File: src/rtl/conv_pkg.sv
// conv_pkg: shared definitions for the 3x3 convolution window generator.
//   - state_t            : frame controller states (IDLE, RUN)
//   - D0..D8             : window tap indices, row-major, D0 = top-left,
//                          D8 = bottom-right (D0 sits in the LSBs of win_data)
//   - CONV_DEFAULT_MAX_W : default maximum image width in pixels
//   - CONV_DEFAULT_PIX_W : default pixel width in bits
//   - win_idx()          : maps (row, col) inside the 3x3 window to a tap index
package conv_pkg;

  typedef enum logic {
    IDLE = 1'b0,
    RUN  = 1'b1
  } state_t;

  localparam int D0 = 0;
  localparam int D1 = 1;
  localparam int D2 = 2;
  localparam int D3 = 3;
  localparam int D4 = 4;
  localparam int D5 = 5;
  localparam int D6 = 6;
  localparam int D7 = 7;
  localparam int D8 = 8;

  localparam int CONV_DEFAULT_MAX_W = 64;
  localparam int CONV_DEFAULT_PIX_W = 8;

  function automatic int win_idx(input int r, input int c);
    return 3 * r + c;
  endfunction

endpackage

File: src/rtl/conv_line_buf.sv
// conv_line_buf: one image line of storage.
//   Single synchronous write port and an asynchronous (combinational) read
//   port, so a read and a write at the same address in one cycle return the
//   old contents (read-before-write). Contents are never reset.
// Ports:
//   clk    in   clock
//   we     in   write enable
//   waddr  in   write address
//   wdata  in   write data
//   raddr  in   read address
//   rdata  out  read data (combinational)
module conv_line_buf #(
  parameter int DEPTH = 64,
  parameter int WIDTH = 8,
  parameter int AW    = $clog2(DEPTH)
) (
  input  logic             clk,
  input  logic             we,
  input  logic [AW-1:0]    waddr,
  input  logic [WIDTH-1:0] wdata,
  input  logic [AW-1:0]    raddr,
  output logic [WIDTH-1:0] rdata
);

  logic [WIDTH-1:0] mem [DEPTH];

  always_ff @(posedge clk) begin
    if (we) begin
      mem[waddr] <= wdata;
    end
  end

  assign rdata = mem[raddr];

endmodule

File: src/rtl/conv_window_gen.sv
// conv_window_gen: turns a raster-order pixel stream into a stream of 3x3
// windows (no border padding). One window per interior pixel, full
// throughput of one pixel per cycle when the output is not stalled.
//
// Optional feature: define CONV_WIN_PERF_CNT_EN to add the win_count output,
// a saturating count of accepted windows cleared by rst and by start.
//
// Ports:
//   clk        in   clock, rising edge
//   rst        in   asynchronous active-high reset
//   start      in   one-cycle pulse, latches img_w/img_h and begins a frame
//   img_w      in   frame width in pixels (3..MAX_W)
//   img_h      in   frame height in rows (>=3)
//   pix_valid  in   input pixel valid
//   pix_ready  out  input pixel ready
//   pix_data   in   input pixel
//   win_valid  out  window valid
//   win_ready  in   window ready
//   win_data   out  window, D0 in the LSBs, D8 in the MSBs
//   busy       out  frame in progress
//   done       out  one-cycle pulse after the last window is accepted
//   win_count  out  accepted-window counter (CONV_WIN_PERF_CNT_EN only)
module conv_window_gen
  import conv_pkg::*;
#(
  parameter int MAX_W = CONV_DEFAULT_MAX_W,
  parameter int PIX_W = CONV_DEFAULT_PIX_W
) (
  input  logic                   clk,
  input  logic                   rst,
  input  logic                   start,
  input  logic [$clog2(MAX_W):0] img_w,
  input  logic [15:0]            img_h,
  input  logic                   pix_valid,
  output logic                   pix_ready,
  input  logic [PIX_W-1:0]       pix_data,
  output logic                   win_valid,
  input  logic                   win_ready,
  output logic [9*PIX_W-1:0]     win_data,
  output logic                   busy,
  output logic                   done
`ifdef CONV_WIN_PERF_CNT_EN
  ,
  output logic [31:0]            win_count
`endif
);

  localparam int CW = $clog2(MAX_W) + 1;
  localparam int AW = $clog2(MAX_W);

  state_t             state_reg, state_next;
  logic               done_reg, done_next;

  logic [CW-1:0]      img_w_reg;
  logic [15:0]        img_h_reg;
  logic [CW-1:0]      col_reg;
  logic [15:0]        row_reg;
  // Set once the final pixel of the frame has been taken; blocks further input.
  logic               in_done_reg;

  logic               win_valid_reg;
  logic [9*PIX_W-1:0] win_data_reg;

  logic [PIX_W-1:0]   win_reg  [9];
  logic [PIX_W-1:0]   win_next [9];
  logic [PIX_W-1:0]   col_in   [3];
  logic [9*PIX_W-1:0] win_next_packed;

  logic [PIX_W-1:0]   top_rd, mid_rd;

  logic start_ok, pix_acc, win_acc, col_last, last_pix, emit;

  // ---------------------------------------------------------------------
  // Handshake and frame-position decode
  // ---------------------------------------------------------------------
  assign start_ok = start && (state_reg == IDLE) &&
                    (img_w >= CW'(3)) && (img_w <= CW'(MAX_W)) &&
                    (img_h >= 16'd3);

  assign pix_ready = (state_reg == RUN) && !in_done_reg &&
                     (!win_valid_reg || win_ready);
  assign pix_acc   = pix_valid && pix_ready;
  assign win_acc   = win_valid_reg && win_ready;

  assign col_last  = (col_reg == img_w_reg - CW'(1));
  assign last_pix  = col_last && (row_reg == img_h_reg - 16'd1);
  // Only interior pixels (two full rows and two full columns behind them)
  // complete a window.
  assign emit      = pix_acc && (col_reg >= CW'(2)) && (row_reg >= 16'd2);

  // ---------------------------------------------------------------------
  // FSM
  // ---------------------------------------------------------------------
  always_ff @(posedge clk or posedge rst) begin
    if (rst) begin
      state_reg <= IDLE;
      done_reg  <= 1'b0;
    end else begin
      state_reg <= state_next;
      done_reg  <= done_next;
    end
  end

  always_comb begin
    state_next = state_reg;
    done_next  = 1'b0;
    case (state_reg)
      IDLE: begin
        if (start_ok) begin
          state_next = RUN;
        end
      end
      RUN: begin
        // Once the last pixel is in, the only pending window is the last one,
        // because that pixel could only enter while any older window left.
        if (in_done_reg && win_acc) begin
          state_next = IDLE;
          done_next  = 1'b1;
        end
      end
      default: state_next = IDLE;
    endcase
  end

  assign busy = (state_reg == RUN);
  assign done = done_reg;

  // ---------------------------------------------------------------------
  // Position counters and frame dimensions
  // ---------------------------------------------------------------------
  always_ff @(posedge clk or posedge rst) begin
    if (rst) begin
      img_w_reg   <= '0;
      img_h_reg   <= '0;
      col_reg     <= '0;
      row_reg     <= '0;
      in_done_reg <= 1'b0;
    end else if (start_ok) begin
      img_w_reg   <= img_w;
      img_h_reg   <= img_h;
      col_reg     <= '0;
      row_reg     <= '0;
      in_done_reg <= 1'b0;
    end else if (pix_acc) begin
      if (col_last) begin
        col_reg <= '0;
        row_reg <= row_reg + 16'd1;
      end else begin
        col_reg <= col_reg + CW'(1);
      end
      if (last_pix) begin
        in_done_reg <= 1'b1;
      end
    end
  end

  // ---------------------------------------------------------------------
  // Line buffers: top holds row r-2, mid holds row r-1 at the current column.
  // Each accept pushes the column up by one row.
  // ---------------------------------------------------------------------
  conv_line_buf #(
    .DEPTH (MAX_W),
    .WIDTH (PIX_W)
  ) u_top_buf (
    .clk   (clk),
    .we    (pix_acc),
    .waddr (col_reg[AW-1:0]),
    .wdata (mid_rd),
    .raddr (col_reg[AW-1:0]),
    .rdata (top_rd)
  );

  conv_line_buf #(
    .DEPTH (MAX_W),
    .WIDTH (PIX_W)
  ) u_mid_buf (
    .clk   (clk),
    .we    (pix_acc),
    .waddr (col_reg[AW-1:0]),
    .wdata (pix_data),
    .raddr (col_reg[AW-1:0]),
    .rdata (mid_rd)
  );

  // ---------------------------------------------------------------------
  // 3x3 shift register: each row shifts left, new right column enters.
  // ---------------------------------------------------------------------
  assign col_in[0] = top_rd;
  assign col_in[1] = mid_rd;
  assign col_in[2] = pix_data;

  generate
    for (genvar gi = 0; gi < 3; gi++) begin : g_row
      localparam int L = win_idx(gi, 0);
      assign win_next[L]     = win_reg[L + 1];
      assign win_next[L + 1] = win_reg[L + 2];
      assign win_next[L + 2] = col_in[gi];
    end

    for (genvar gi = 0; gi < 9; gi++) begin : g_tap
      always_ff @(posedge clk or posedge rst) begin
        if (rst) begin
          win_reg[gi] <= '0;
        end else if (pix_acc) begin
          win_reg[gi] <= win_next[gi];
        end
      end
      assign win_next_packed[gi*PIX_W +: PIX_W] = win_next[gi];
    end
  endgenerate

  // ---------------------------------------------------------------------
  // Output register: loads the freshly shifted window; holds under stall.
  // A load and an accept in the same cycle keep win_valid high.
  // ---------------------------------------------------------------------
  always_ff @(posedge clk or posedge rst) begin
    if (rst) begin
      win_valid_reg <= 1'b0;
      win_data_reg  <= '0;
    end else if (emit) begin
      win_valid_reg <= 1'b1;
      win_data_reg  <= win_next_packed;
    end else if (win_acc) begin
      win_valid_reg <= 1'b0;
    end
  end

  assign win_valid = win_valid_reg;
  assign win_data  = win_data_reg;

`ifdef CONV_WIN_PERF_CNT_EN
  logic [31:0] win_count_reg;

  always_ff @(posedge clk or posedge rst) begin
    if (rst) begin
      win_count_reg <= '0;
    end else if (start_ok) begin
      win_count_reg <= '0;
    end else if (win_acc && (win_count_reg != 32'hFFFF_FFFF)) begin
      win_count_reg <= win_count_reg + 32'd1;
    end
  end

  assign win_count = win_count_reg;
`endif

endmodule

File: config.mk
export PLATFORM = sky130hd
export DESIGN_NAME = conv_window_gen
export DESIGN_NICKNAME = d
export VERILOG_FILES = /design/src/rtl/conv_pkg.sv /design/src/rtl/conv_line_buf.sv /design/src/rtl/conv_window_gen.sv
export SDC_FILE = /design/constraint.sdc
export NUM_CORES = 1
export LEC_CHECK = 0
export ABC_AREA = 1
export CAP_MARGIN = 40
export CORE_MARGIN = 2
export CORE_UTILIZATION = 40
export DETAILED_ROUTE_END_ITERATION = 10
export DONT_BUFFER_PORTS = 1
export MAX_ROUTING_LAYER = met4
export SLEW_MARGIN = 20
export SYNTH_ARGS = -nofsm -noshare
export SYNTH_HDL_FRONTEND = slang
export SYNTH_SLANG_ARGS = --single-unit
export TNS_END_PERCENT = 20
File: constraint.sdc
create_clock -name clk -period 8.6 [get_ports clk]
set_input_delay 0.43 -clock clk [delete_from_list [all_inputs] [get_ports clk]]
set_output_delay 0.43 -clock clk [all_outputs]
set_load 0.1 [all_outputs]
* Yosys cells after proc, flatten, opt, wreduce, memory -nomap -nowiden
Memories as Yosys holds them, arrays and structs flattened.
Cells that the tools add are included.
** Cells by class
- Equality and inequality tests :: 2
- Reductions and logical operators :: 21
- Order comparisons :: 5
- Mux-type cells :: 18
- Bitwise operators :: 1
- Add/sub/neg operators :: 4
** Operators by type and width (number)
- $mux 16 :: 3
- $ge 16x2->1 const B :: 2
- $mux 7 :: 3
- $add 16x1->16 const B :: 1
- $eq 16x16->1 :: 1
- $sub 16x1->16 const B :: 1
- $ge 7x2->1 const B :: 2
- $logic_and 1x1->1 :: 12
- $mux 1 :: 11
- $reduce_bool 2->1 :: 4
- $add 7x1->7 const B :: 1
- $eq 7x7->1 :: 1
- $le 7x7->1 const B :: 1
- $sub 7x1->7 const B :: 1
- $reduce_and 2->1 :: 2
- $logic_not 1->1 :: 2
- $pmux 1 s2 :: 1
- $logic_or 1x1->1 :: 1
- $not 1->1 :: 1
** Storage, ports and cells
- Flip-flop bits (word level) :: 170
- Memories kept :: 2
- Bits in writable memories :: 1024
- Output and inout port bits :: 76
- Word-level logic and storage cells :: 68
** Memories
- u_mid_buf.mem :: depth 64, width 8, read ports 1, clocked after Yosys merged registers in 0, wr ports 1, RTL line conv_line_buf.sv:25 : logic [WIDTH-1:0] mem [DEPTH];
- u_top_buf.mem :: depth 64, width 8, read ports 1, clocked after Yosys merged registers in 0, wr ports 1, RTL line conv_line_buf.sv:25

* Depth between registers and ports, before layout
Gate-level depths: netlist (run 1).
- Depth in word-level cells :: 7
- Mapped depth :: 16
- Mapped depth without buffers :: 14

* Modules after synthesis
Synthesis (run 1) repeated with hierarchy kept, for this count alone.
** Second synthesis, totals
- Cells, all modules :: 4543
- Area total of the unflattened synthesis :: 50193.1 um2
** Modules (own cells, without submodules)
- conv_line_buf :: instances 2, sequential area each 15374.7 um2, area each 21179.1 um2, cells an instance 1797
- conv_window_gen :: instances 1, sequential area each 4254.1 um2, area each 7835.0 um2, cells an instance 949

* Worst setup path before layout (run 1)
No wires, ideal clock.
- Kind :: register -> register
- Start point :: reg state_reg, in the netlist busy
- End point :: mem u_mid_buf.mem[10][0], enable pin
- Setup time :: 0.388 ns
- Data required time :: 8.212 ns
- Period minus slack after synthesis :: 3.307 ns
- Data arrival time :: 2.919 ns
- Slack :: 5.293 ns
- Cell stages (with the launch flop) :: 9
- Cells stage by stage :: dfrtp_1 -> inv_1 -> nor2_1 -> nand2_1 -> nor2_1 -> clkbuf_1 -> buf_1 -> nand2_1 -> nor2_1
** On the way
- Word-level cells in the longest chain between the ends :: 5
** RTL lines
- start: declaration :: RTL line conv_window_gen.sv:51 : state_t state_reg, state_next;
- start signal: assignment :: RTL line conv_window_gen.sv:99 : state_reg <= state_next;
- $logic_and 1x1->1 (2 in a row) :: RTL line conv_window_gen.sv:80 : assign pix_ready = (state_reg == RUN) && !in_done_reg &&
- $logic_and 1x1->1 :: RTL line conv_window_gen.sv:82 : assign pix_acc = pix_valid && pix_ready;
- $mux 1 :: RTL line conv_line_buf.sv:28 : if (we) begin
- $mux 1 (not written as such) :: RTL line conv_line_buf.sv:29 : mem[waddr] <= wdata;
- end: declaration :: RTL line conv_line_buf.sv:25
No other way between the ends.

* Worst setup path after layout (run 1)
- Start point :: reg col_reg[2]
- End point :: mem u_top_buf.mem[11][4] (data pin)
** On the way
- Word-level cells in the longest chain between the ends :: 1
** RTL lines
- start: declaration :: RTL line conv_window_gen.sv:56 : logic [CW-1:0] col_reg;
- start signal: assignment :: RTL line conv_window_gen.sv:149 : col_reg <= col_reg + CW'(1);
- $mem_v2 64x8
- via mid_rd[4] :: RTL line conv_window_gen.sv:69 : logic [PIX_W-1:0] top_rd, mid_rd;
- end: declaration :: RTL line conv_line_buf.sv:25
The timed path passes the listed nets, and every way through them passes these cells.

==> impl_metrics.toml, run 1 <==
[route]
routed-via-count = 31770
final_antenna_net_count = 0
routedWlPerCell_um = 24.65
wirelength_um = 143900
first_pass_iters = 6
drc_errors = 0
viasPerCell = 5.444
drt-initial-drc-count = 3809

[layout]
mostFrequentLayoutCells = "1595 x nand2_1, 1024 x edfxtp_1, 180 x nor2_1"
nets = 4255
drive_gt1_frac = 0.09302
final_common_cell = "nand2_1"
area_growth_pct = 18.07

[floorplan]
row_count = 125
die_y_um = 347.4
initial_core_util = 0.4047
core_mm2 = 0.1165
die_w_um = 347.4
dieArea_mm2 = 0.1207
io_pins = 112

[timing]
fin_crit_sh = 0.5566
rsz0062_at_grt = "no"
relSlewSlack = 0.3794
setup_violations = 0
timing.fmax_mhz = 208.9
hold_viol = 0
skew_ps = 50.77
whs_ps = 90.82
finalSetupTns_ps = 0
period_needed_ps = 4787
tightest_slew_ps = 930.9
final_max_slew_viol_count = 0

[power]
net-switching-power_w = 0.002238
p_int_w = 0.008939
seq_power_share = 0.559
p_per_area_mw_per_mm2 = 200.7
ir_drop_mv = 0.1591
share_comb_of_total_power = 0.008
pwr-share-clk = 0.433
p_sw_frac = 0.2003
p_leak_nw = 20.67

[logic_synthesis]
syn-num-nets = 4052
ys_ff_latch = 1194
yosysWarnings = 0
synth_cell_types = 35
syn-instance-count = 4010
syn_area_per_cell_um2 = 11.76
synth_area_mm2 = 0.04716
seq_area_frac_synth = 0.7423

[critical_path]
path_class = "flop to flop"
worst_setup_path_start_kind = "flop"
worstPathArrival_ps = 5230
critPathCaptureType = "flop"
crit_required_ps = 9050
cp_max_fo = 42

[global_route]
track_usage = 0.2408
grt_pass1_vias = 30340
grt_max_degree = 137
grt_pass1_wl_um = 206500
overflow = 0
antenna_found_initial = 2

[clock_tree]
h-tree-depth = 3
cts_resized = 0
clk_path_buf_depth = 3
cts_tree = "yes"
clkSinkCount = 1194
clkSlewWorstSetupHoldPaths_ps = 60
numCtsBuffers = 114
insertion_delay_ps = 750
cts_root_buffer = "clkbuf_16"

[place]
dp.final_hpwl_um = 79750
port_buffers = 0
gp_congestion = 0.8769

[run]
max_cap_viol_count = 0

[outcome]
outcome = "complete, no violations"

[hold_path]
hp-class = "input port to flop"
[worst paths after layout]
kind | startpoint | to | slack (ps) | depth (start not counted)
worst max-delay path | col_reg[2] | u_top_buf.mem[11][4] | 3810 | 13
worst min-delay path | pix_data[4] | u_mid_buf.mem[12][4] | 90 | 1
worst max register to register | col_reg[2] | u_top_buf.mem[11][4] | 3810 | 13
worst min register to register | win_next[65] | win_data[1] | 460 | 2
max in group asynchronous | rst | col_reg[1] | 6880 | 6
min in group asynchronous | rst | win_data[49] | 240 | 2
[synth_stat cells]
master / number / share of area
nor3_1: 22 / 0.0023
ha_1: 6 / 0.0016
a21oi_1: 163 / 0.017
inv_1: 130 / 0.010
or2_2: 12 / 0.0016
nand3_1: 65 / 0.0069
and3_1: 1 / 0.00013
xor2_1: 18 / 0.0033
xnor3_1: 1 / 0.00048
o2111ai_1: 2 / 0.00037
nand4_1: 102 / 0.014
a31oi_1: 3 / 0.00040
edfxtp_1: 1024 / 0.65
nor4_1: 6 / 0.00080
a22oi_1: 61 / 0.0097
o21ai_0: 167 / 0.018
nor2_2: 2 / 0.00027
o22ai_1: 1 / 0.00013
and2_0: 3 / 0.00040
and2_1: 1 / 0.00013
nor3_2: 2 / 0.00042
buf_2: 67 / 0.0071
nand3b_1: 10 / 0.0016
buf_4: 2 / 0.00032
buf_1: 34 / 0.0027
xnor2_1: 11 / 0.0020
a21boi_0: 1 / 0.00016
clkbuf_1: 88 / 0.0070
o21ai_1: 20 / 0.0021
dfrtp_1: 170 / 0.090
nor2_1: 184 / 0.015
o2bb2ai_1: 20 / 0.0037
o21bai_1: 2 / 0.00032
inv_2: 5 / 0.00040
nand2_1: 1604 / 0.13
[routing by layer]
metal  global-route usage  share of wire
met2               0.3674           0.46
met1               0.3227           0.41
met5                    -              0
met4              0.08181          0.034
met3              0.04889          0.098
[worst max-delay path, cell delays in order (launching register included)]
cell     delay, ps
dfrtp_2        410
inv_2          220
buf_4          470
nand3_1        530
inv_4          530
buf_12         270
buf_4          590
nand2_1        100
nand4_1        110
o21ai_0         70
nand2_1        150
nor2_1          90
nand2_2        340
buf_4          520
[cell type report]
| type | count | area, µm² |
|---|---|---|
| well taps | 1524 | 1907 |
| flip-flops and latches | 1194 | 35010 |
| diodes | 1 | 2.502 |
| multi-input cells | 2490 | 10970 |
| clock inverters | 37 | 324.1 |
| inverters | 135 | 518.0 |
| fillers | 10140 | 60840 |
| repair buffers | 278 | 3720 |
| clock buffers | 177 | 3227 |
[metrics by stage]
step	setup slack [ps]	instance area [µm²]	utilization	power, W	cells
floorplan	3567	47160	-	0.006381	4010
global placement	3563	49330	0.4234	0.006386	5460
detailed placement	3786	51270	0.4400	0.006386	5562
CTS	3744	55290	0.4745	0.01123	5809
global route	3571	55680	0.4778	0.01146	5836
finish	3813	55680	0.4778	0.01118	5836
[timing repair]
item | CTS | global route
buffers inserted | 0 | 0
endpoints found under the hold margin | 608 | 0
hold buffers | 33 | 0
[logic make-up after synthesis]
kind of cell    count (synthesis)  share of synthesized area
compound gates                440                    0.05195
xor+xnor                       30                   0.005864
fa+ha+maj                       6                   0.001592
buf+inv                       326                    0.02789
flops                        1194                     0.7423
simple gates                 2014                     0.1704
[power groups by stage]
stage / registers (W) / logic [W] / clock network, W
2_1_floorplan: 0.00637 / 0.0000133 / 0
3_3_place_gp: 0.00637 / 0.0000199 / 0
3_5_place_dp: 0.00637 / 0.0000199 / 0
4_1_cts: 0.00625 / 0.0000906 / 0.00489
5_1_grt: 0.00624 / 0.000100 / 0.00511
6_report: 0.00625 / 0.0000939 / 0.00484
(Power assumes the default switching activity.)
==> run 2, diff against run 1 <==
==> constraint.sdc (replaced) <==
create_clock -name clk -period 4.4 [get_ports clk]
set_input_delay 0.22 -clock clk [delete_from_list [all_inputs] [get_ports clk]]
set_output_delay 0.22 -clock clk [all_outputs]
set_load 0.1 [all_outputs]
==> run 2 against run 1 <==
  * Count of clock-buffer cells in the layout is 37 lower
  * Critical path depth is 2 lower
  * Sequential power is 95% higher
  * Worst setup slack worse by 3400 ps
  * Global-route usage is 0.79 points lower
  * Die area stayed put
==> impl_metrics.toml, run 2 (same netlist as run 1, synthesis figures left out) <==
[outcome]
outcome = "complete, no violations"

[layout]
mostFrequentLayoutCells = "1595 x nand2_1, 1024 x edfxtp_1, 177 x nor2_1"
nFillCells = 10090
area_growth_pct = 19.23
nets = 4299
drive_gt1_frac = 0.1056
multi_input_area_mm2 = 0.01096
layout.area.seq_mm2 = 0.03501
final_common_cell = "nand2_1"

[hold_path]
hp-class = "input port to flop"
whs_endpoint = "img_w_reg[5]"
worstHoldPathCells = 8
hp-start = "img_w[3]"

[timing]
relSlewSlack = 0.3211
tightest_slew_ps = 1018
rsz0062_at_grt = "no"
hold_viol = 0
skew_ps = 49.77
timing.final.ws_setup_ps = 412.1
timing.fmax_mhz = 250.8
final_max_slew_viol_count = 0
setup_violations = 0
period_needed_ps = 3988
finalSetupTns_ps = 0
fin_crit_sh = 0.9063

[place]
port_buffers = 0
place_worst_setup_slack_ps = 577.6
gp_congestion = 0.8546
dp.final_hpwl_um = 82140

[clock_tree]
postCtsSetupBuffers = 0
clkSlewWorstSetupHoldPaths_ps = 60
cts_root_buffer = "clkbuf_16"
clkSinkCount = 1194
cts_resized = 0
insertion_delay_ps = 750
clk_path_buf_depth = 3
cts_tree = "yes"
numCtsBuffers = 115
h-tree-depth = 3

[global_route]
grt_pass1_wl_um = 201900
track_usage = 0.2329
overflow = 0
grt_max_degree = 171
antenna_found_initial = 6
grt_pass1_vias = 30410

[critical_path]
rr_worst_depth = 11
worstReg2RegEnd = "u_top_buf.mem[21][2]"
worstPathArrival_ps = 4380
rr_startpoint = "col_reg[0]"
rrSetupSlack_ps = 410
startpoint = "col_reg[0]"
crit_required_ps = 4790
cp_max_fo = 48
critPathCaptureType = "flop"
worst_setup_path_start_kind = "flop"
path_class = "flop to flop"

[route]
routedWlPerCell_um = 23.71
first_pass_iters = 6
viasPerCell = 5.412
drc_errors = 0
wirelength_um = 139500
final_antenna_net_count = 0
drt-initial-drc-count = 3939
routed-via-count = 31840

[floorplan]
dieArea_mm2 = 0.1207
io_pins = 112
die_y_um = 347.4
die_w_um = 347.4
initial_core_util = 0.4047
core_mm2 = 0.1165
row_count = 125

[run]
max_cap_viol_count = 0

[power]
ir_drop_mv = 0.4077
p_leak_nw = 20.97
p_per_area_mw_per_mm2 = 397.6
## run 2: final cells by class
class,instances,share of cell area
diodes,3,0.0001335
repair buffers,321,0.07181
flip-flops and latches,1194,0.6227
well taps,1524,0.03391
inverters,135,0.009191
multi-input cells,2490,0.1950
clock buffers,140,0.05303
clock inverters,76,0.01420
## run 2: metrics by stage
stage,hold WS [ps],instance area [µm²],std cells,utilization,total power [W]
2_1_floorplan,318.9,47160,4010,-,0.01247
3_3_place_gp,338.2,49760,5503,0.4271,0.01248
3_5_place_dp,330.4,51590,5599,0.4427,0.01248
4_1_cts,94.23,55930,5857,0.4800,0.02245
5_1_grt,81.64,56220,5882,0.4825,0.02291
6_report,72.17,56220,5883,0.4825,0.02235
## run 2: worst max path at each step
stage                      endpoint  slack (ps)  depth (start not counted)
2_1_floorplan  u_mid_buf.mem[10][0]        1090                          8
3_3_place_gp           win_data[41]         480                         12
3_5_place_dp   u_top_buf.mem[62][2]         580                         11
4_1_cts        u_top_buf.mem[20][2]         530                         11
5_1_grt        u_top_buf.mem[20][2]         420                         11
6_report       u_top_buf.mem[21][2]         410                         11
## run 2: critical path: stages, from the launching register on
cell and delay [ps]:
dfrtp_4 720, inv_4 310, buf_4 360, nand2_1 120
a21oi_1 60, o21ai_0 620, nand2_1 140, nand2_1 300
nand2_1 90, nor2_1 420, nand2_2 120, buf_4 330
## run 2: routing by layer
layer | wire [µm] | track usage | vias up | share of wire
li1 | - | - | 14280 | -
met1 | 57430 | 0.3135 | 15800 | 0.41
met2 | 65050 | 0.3623 | 1516 | 0.47
met3 | 13020 | 0.04323 | 247 | 0.093
met4 | 3950 | 0.06761 | 0 | 0.028
met5 | 0 | - | - | 0
## run 2: power by group
group	leakage, nW	internal, W	total [W]	switching [W]
Clock	1.83	0.00556	0.00996	0.00440
Combinational	7.75	0.0000450	0.000190	0.000145
Sequential	11.4	0.0122	0.0122	0
## run 2: timing repair
action	in CTS	in global routing
endpoints found under the setup margin	0	0
endpoints found under the hold margin	726	1
hold buffers	42	1
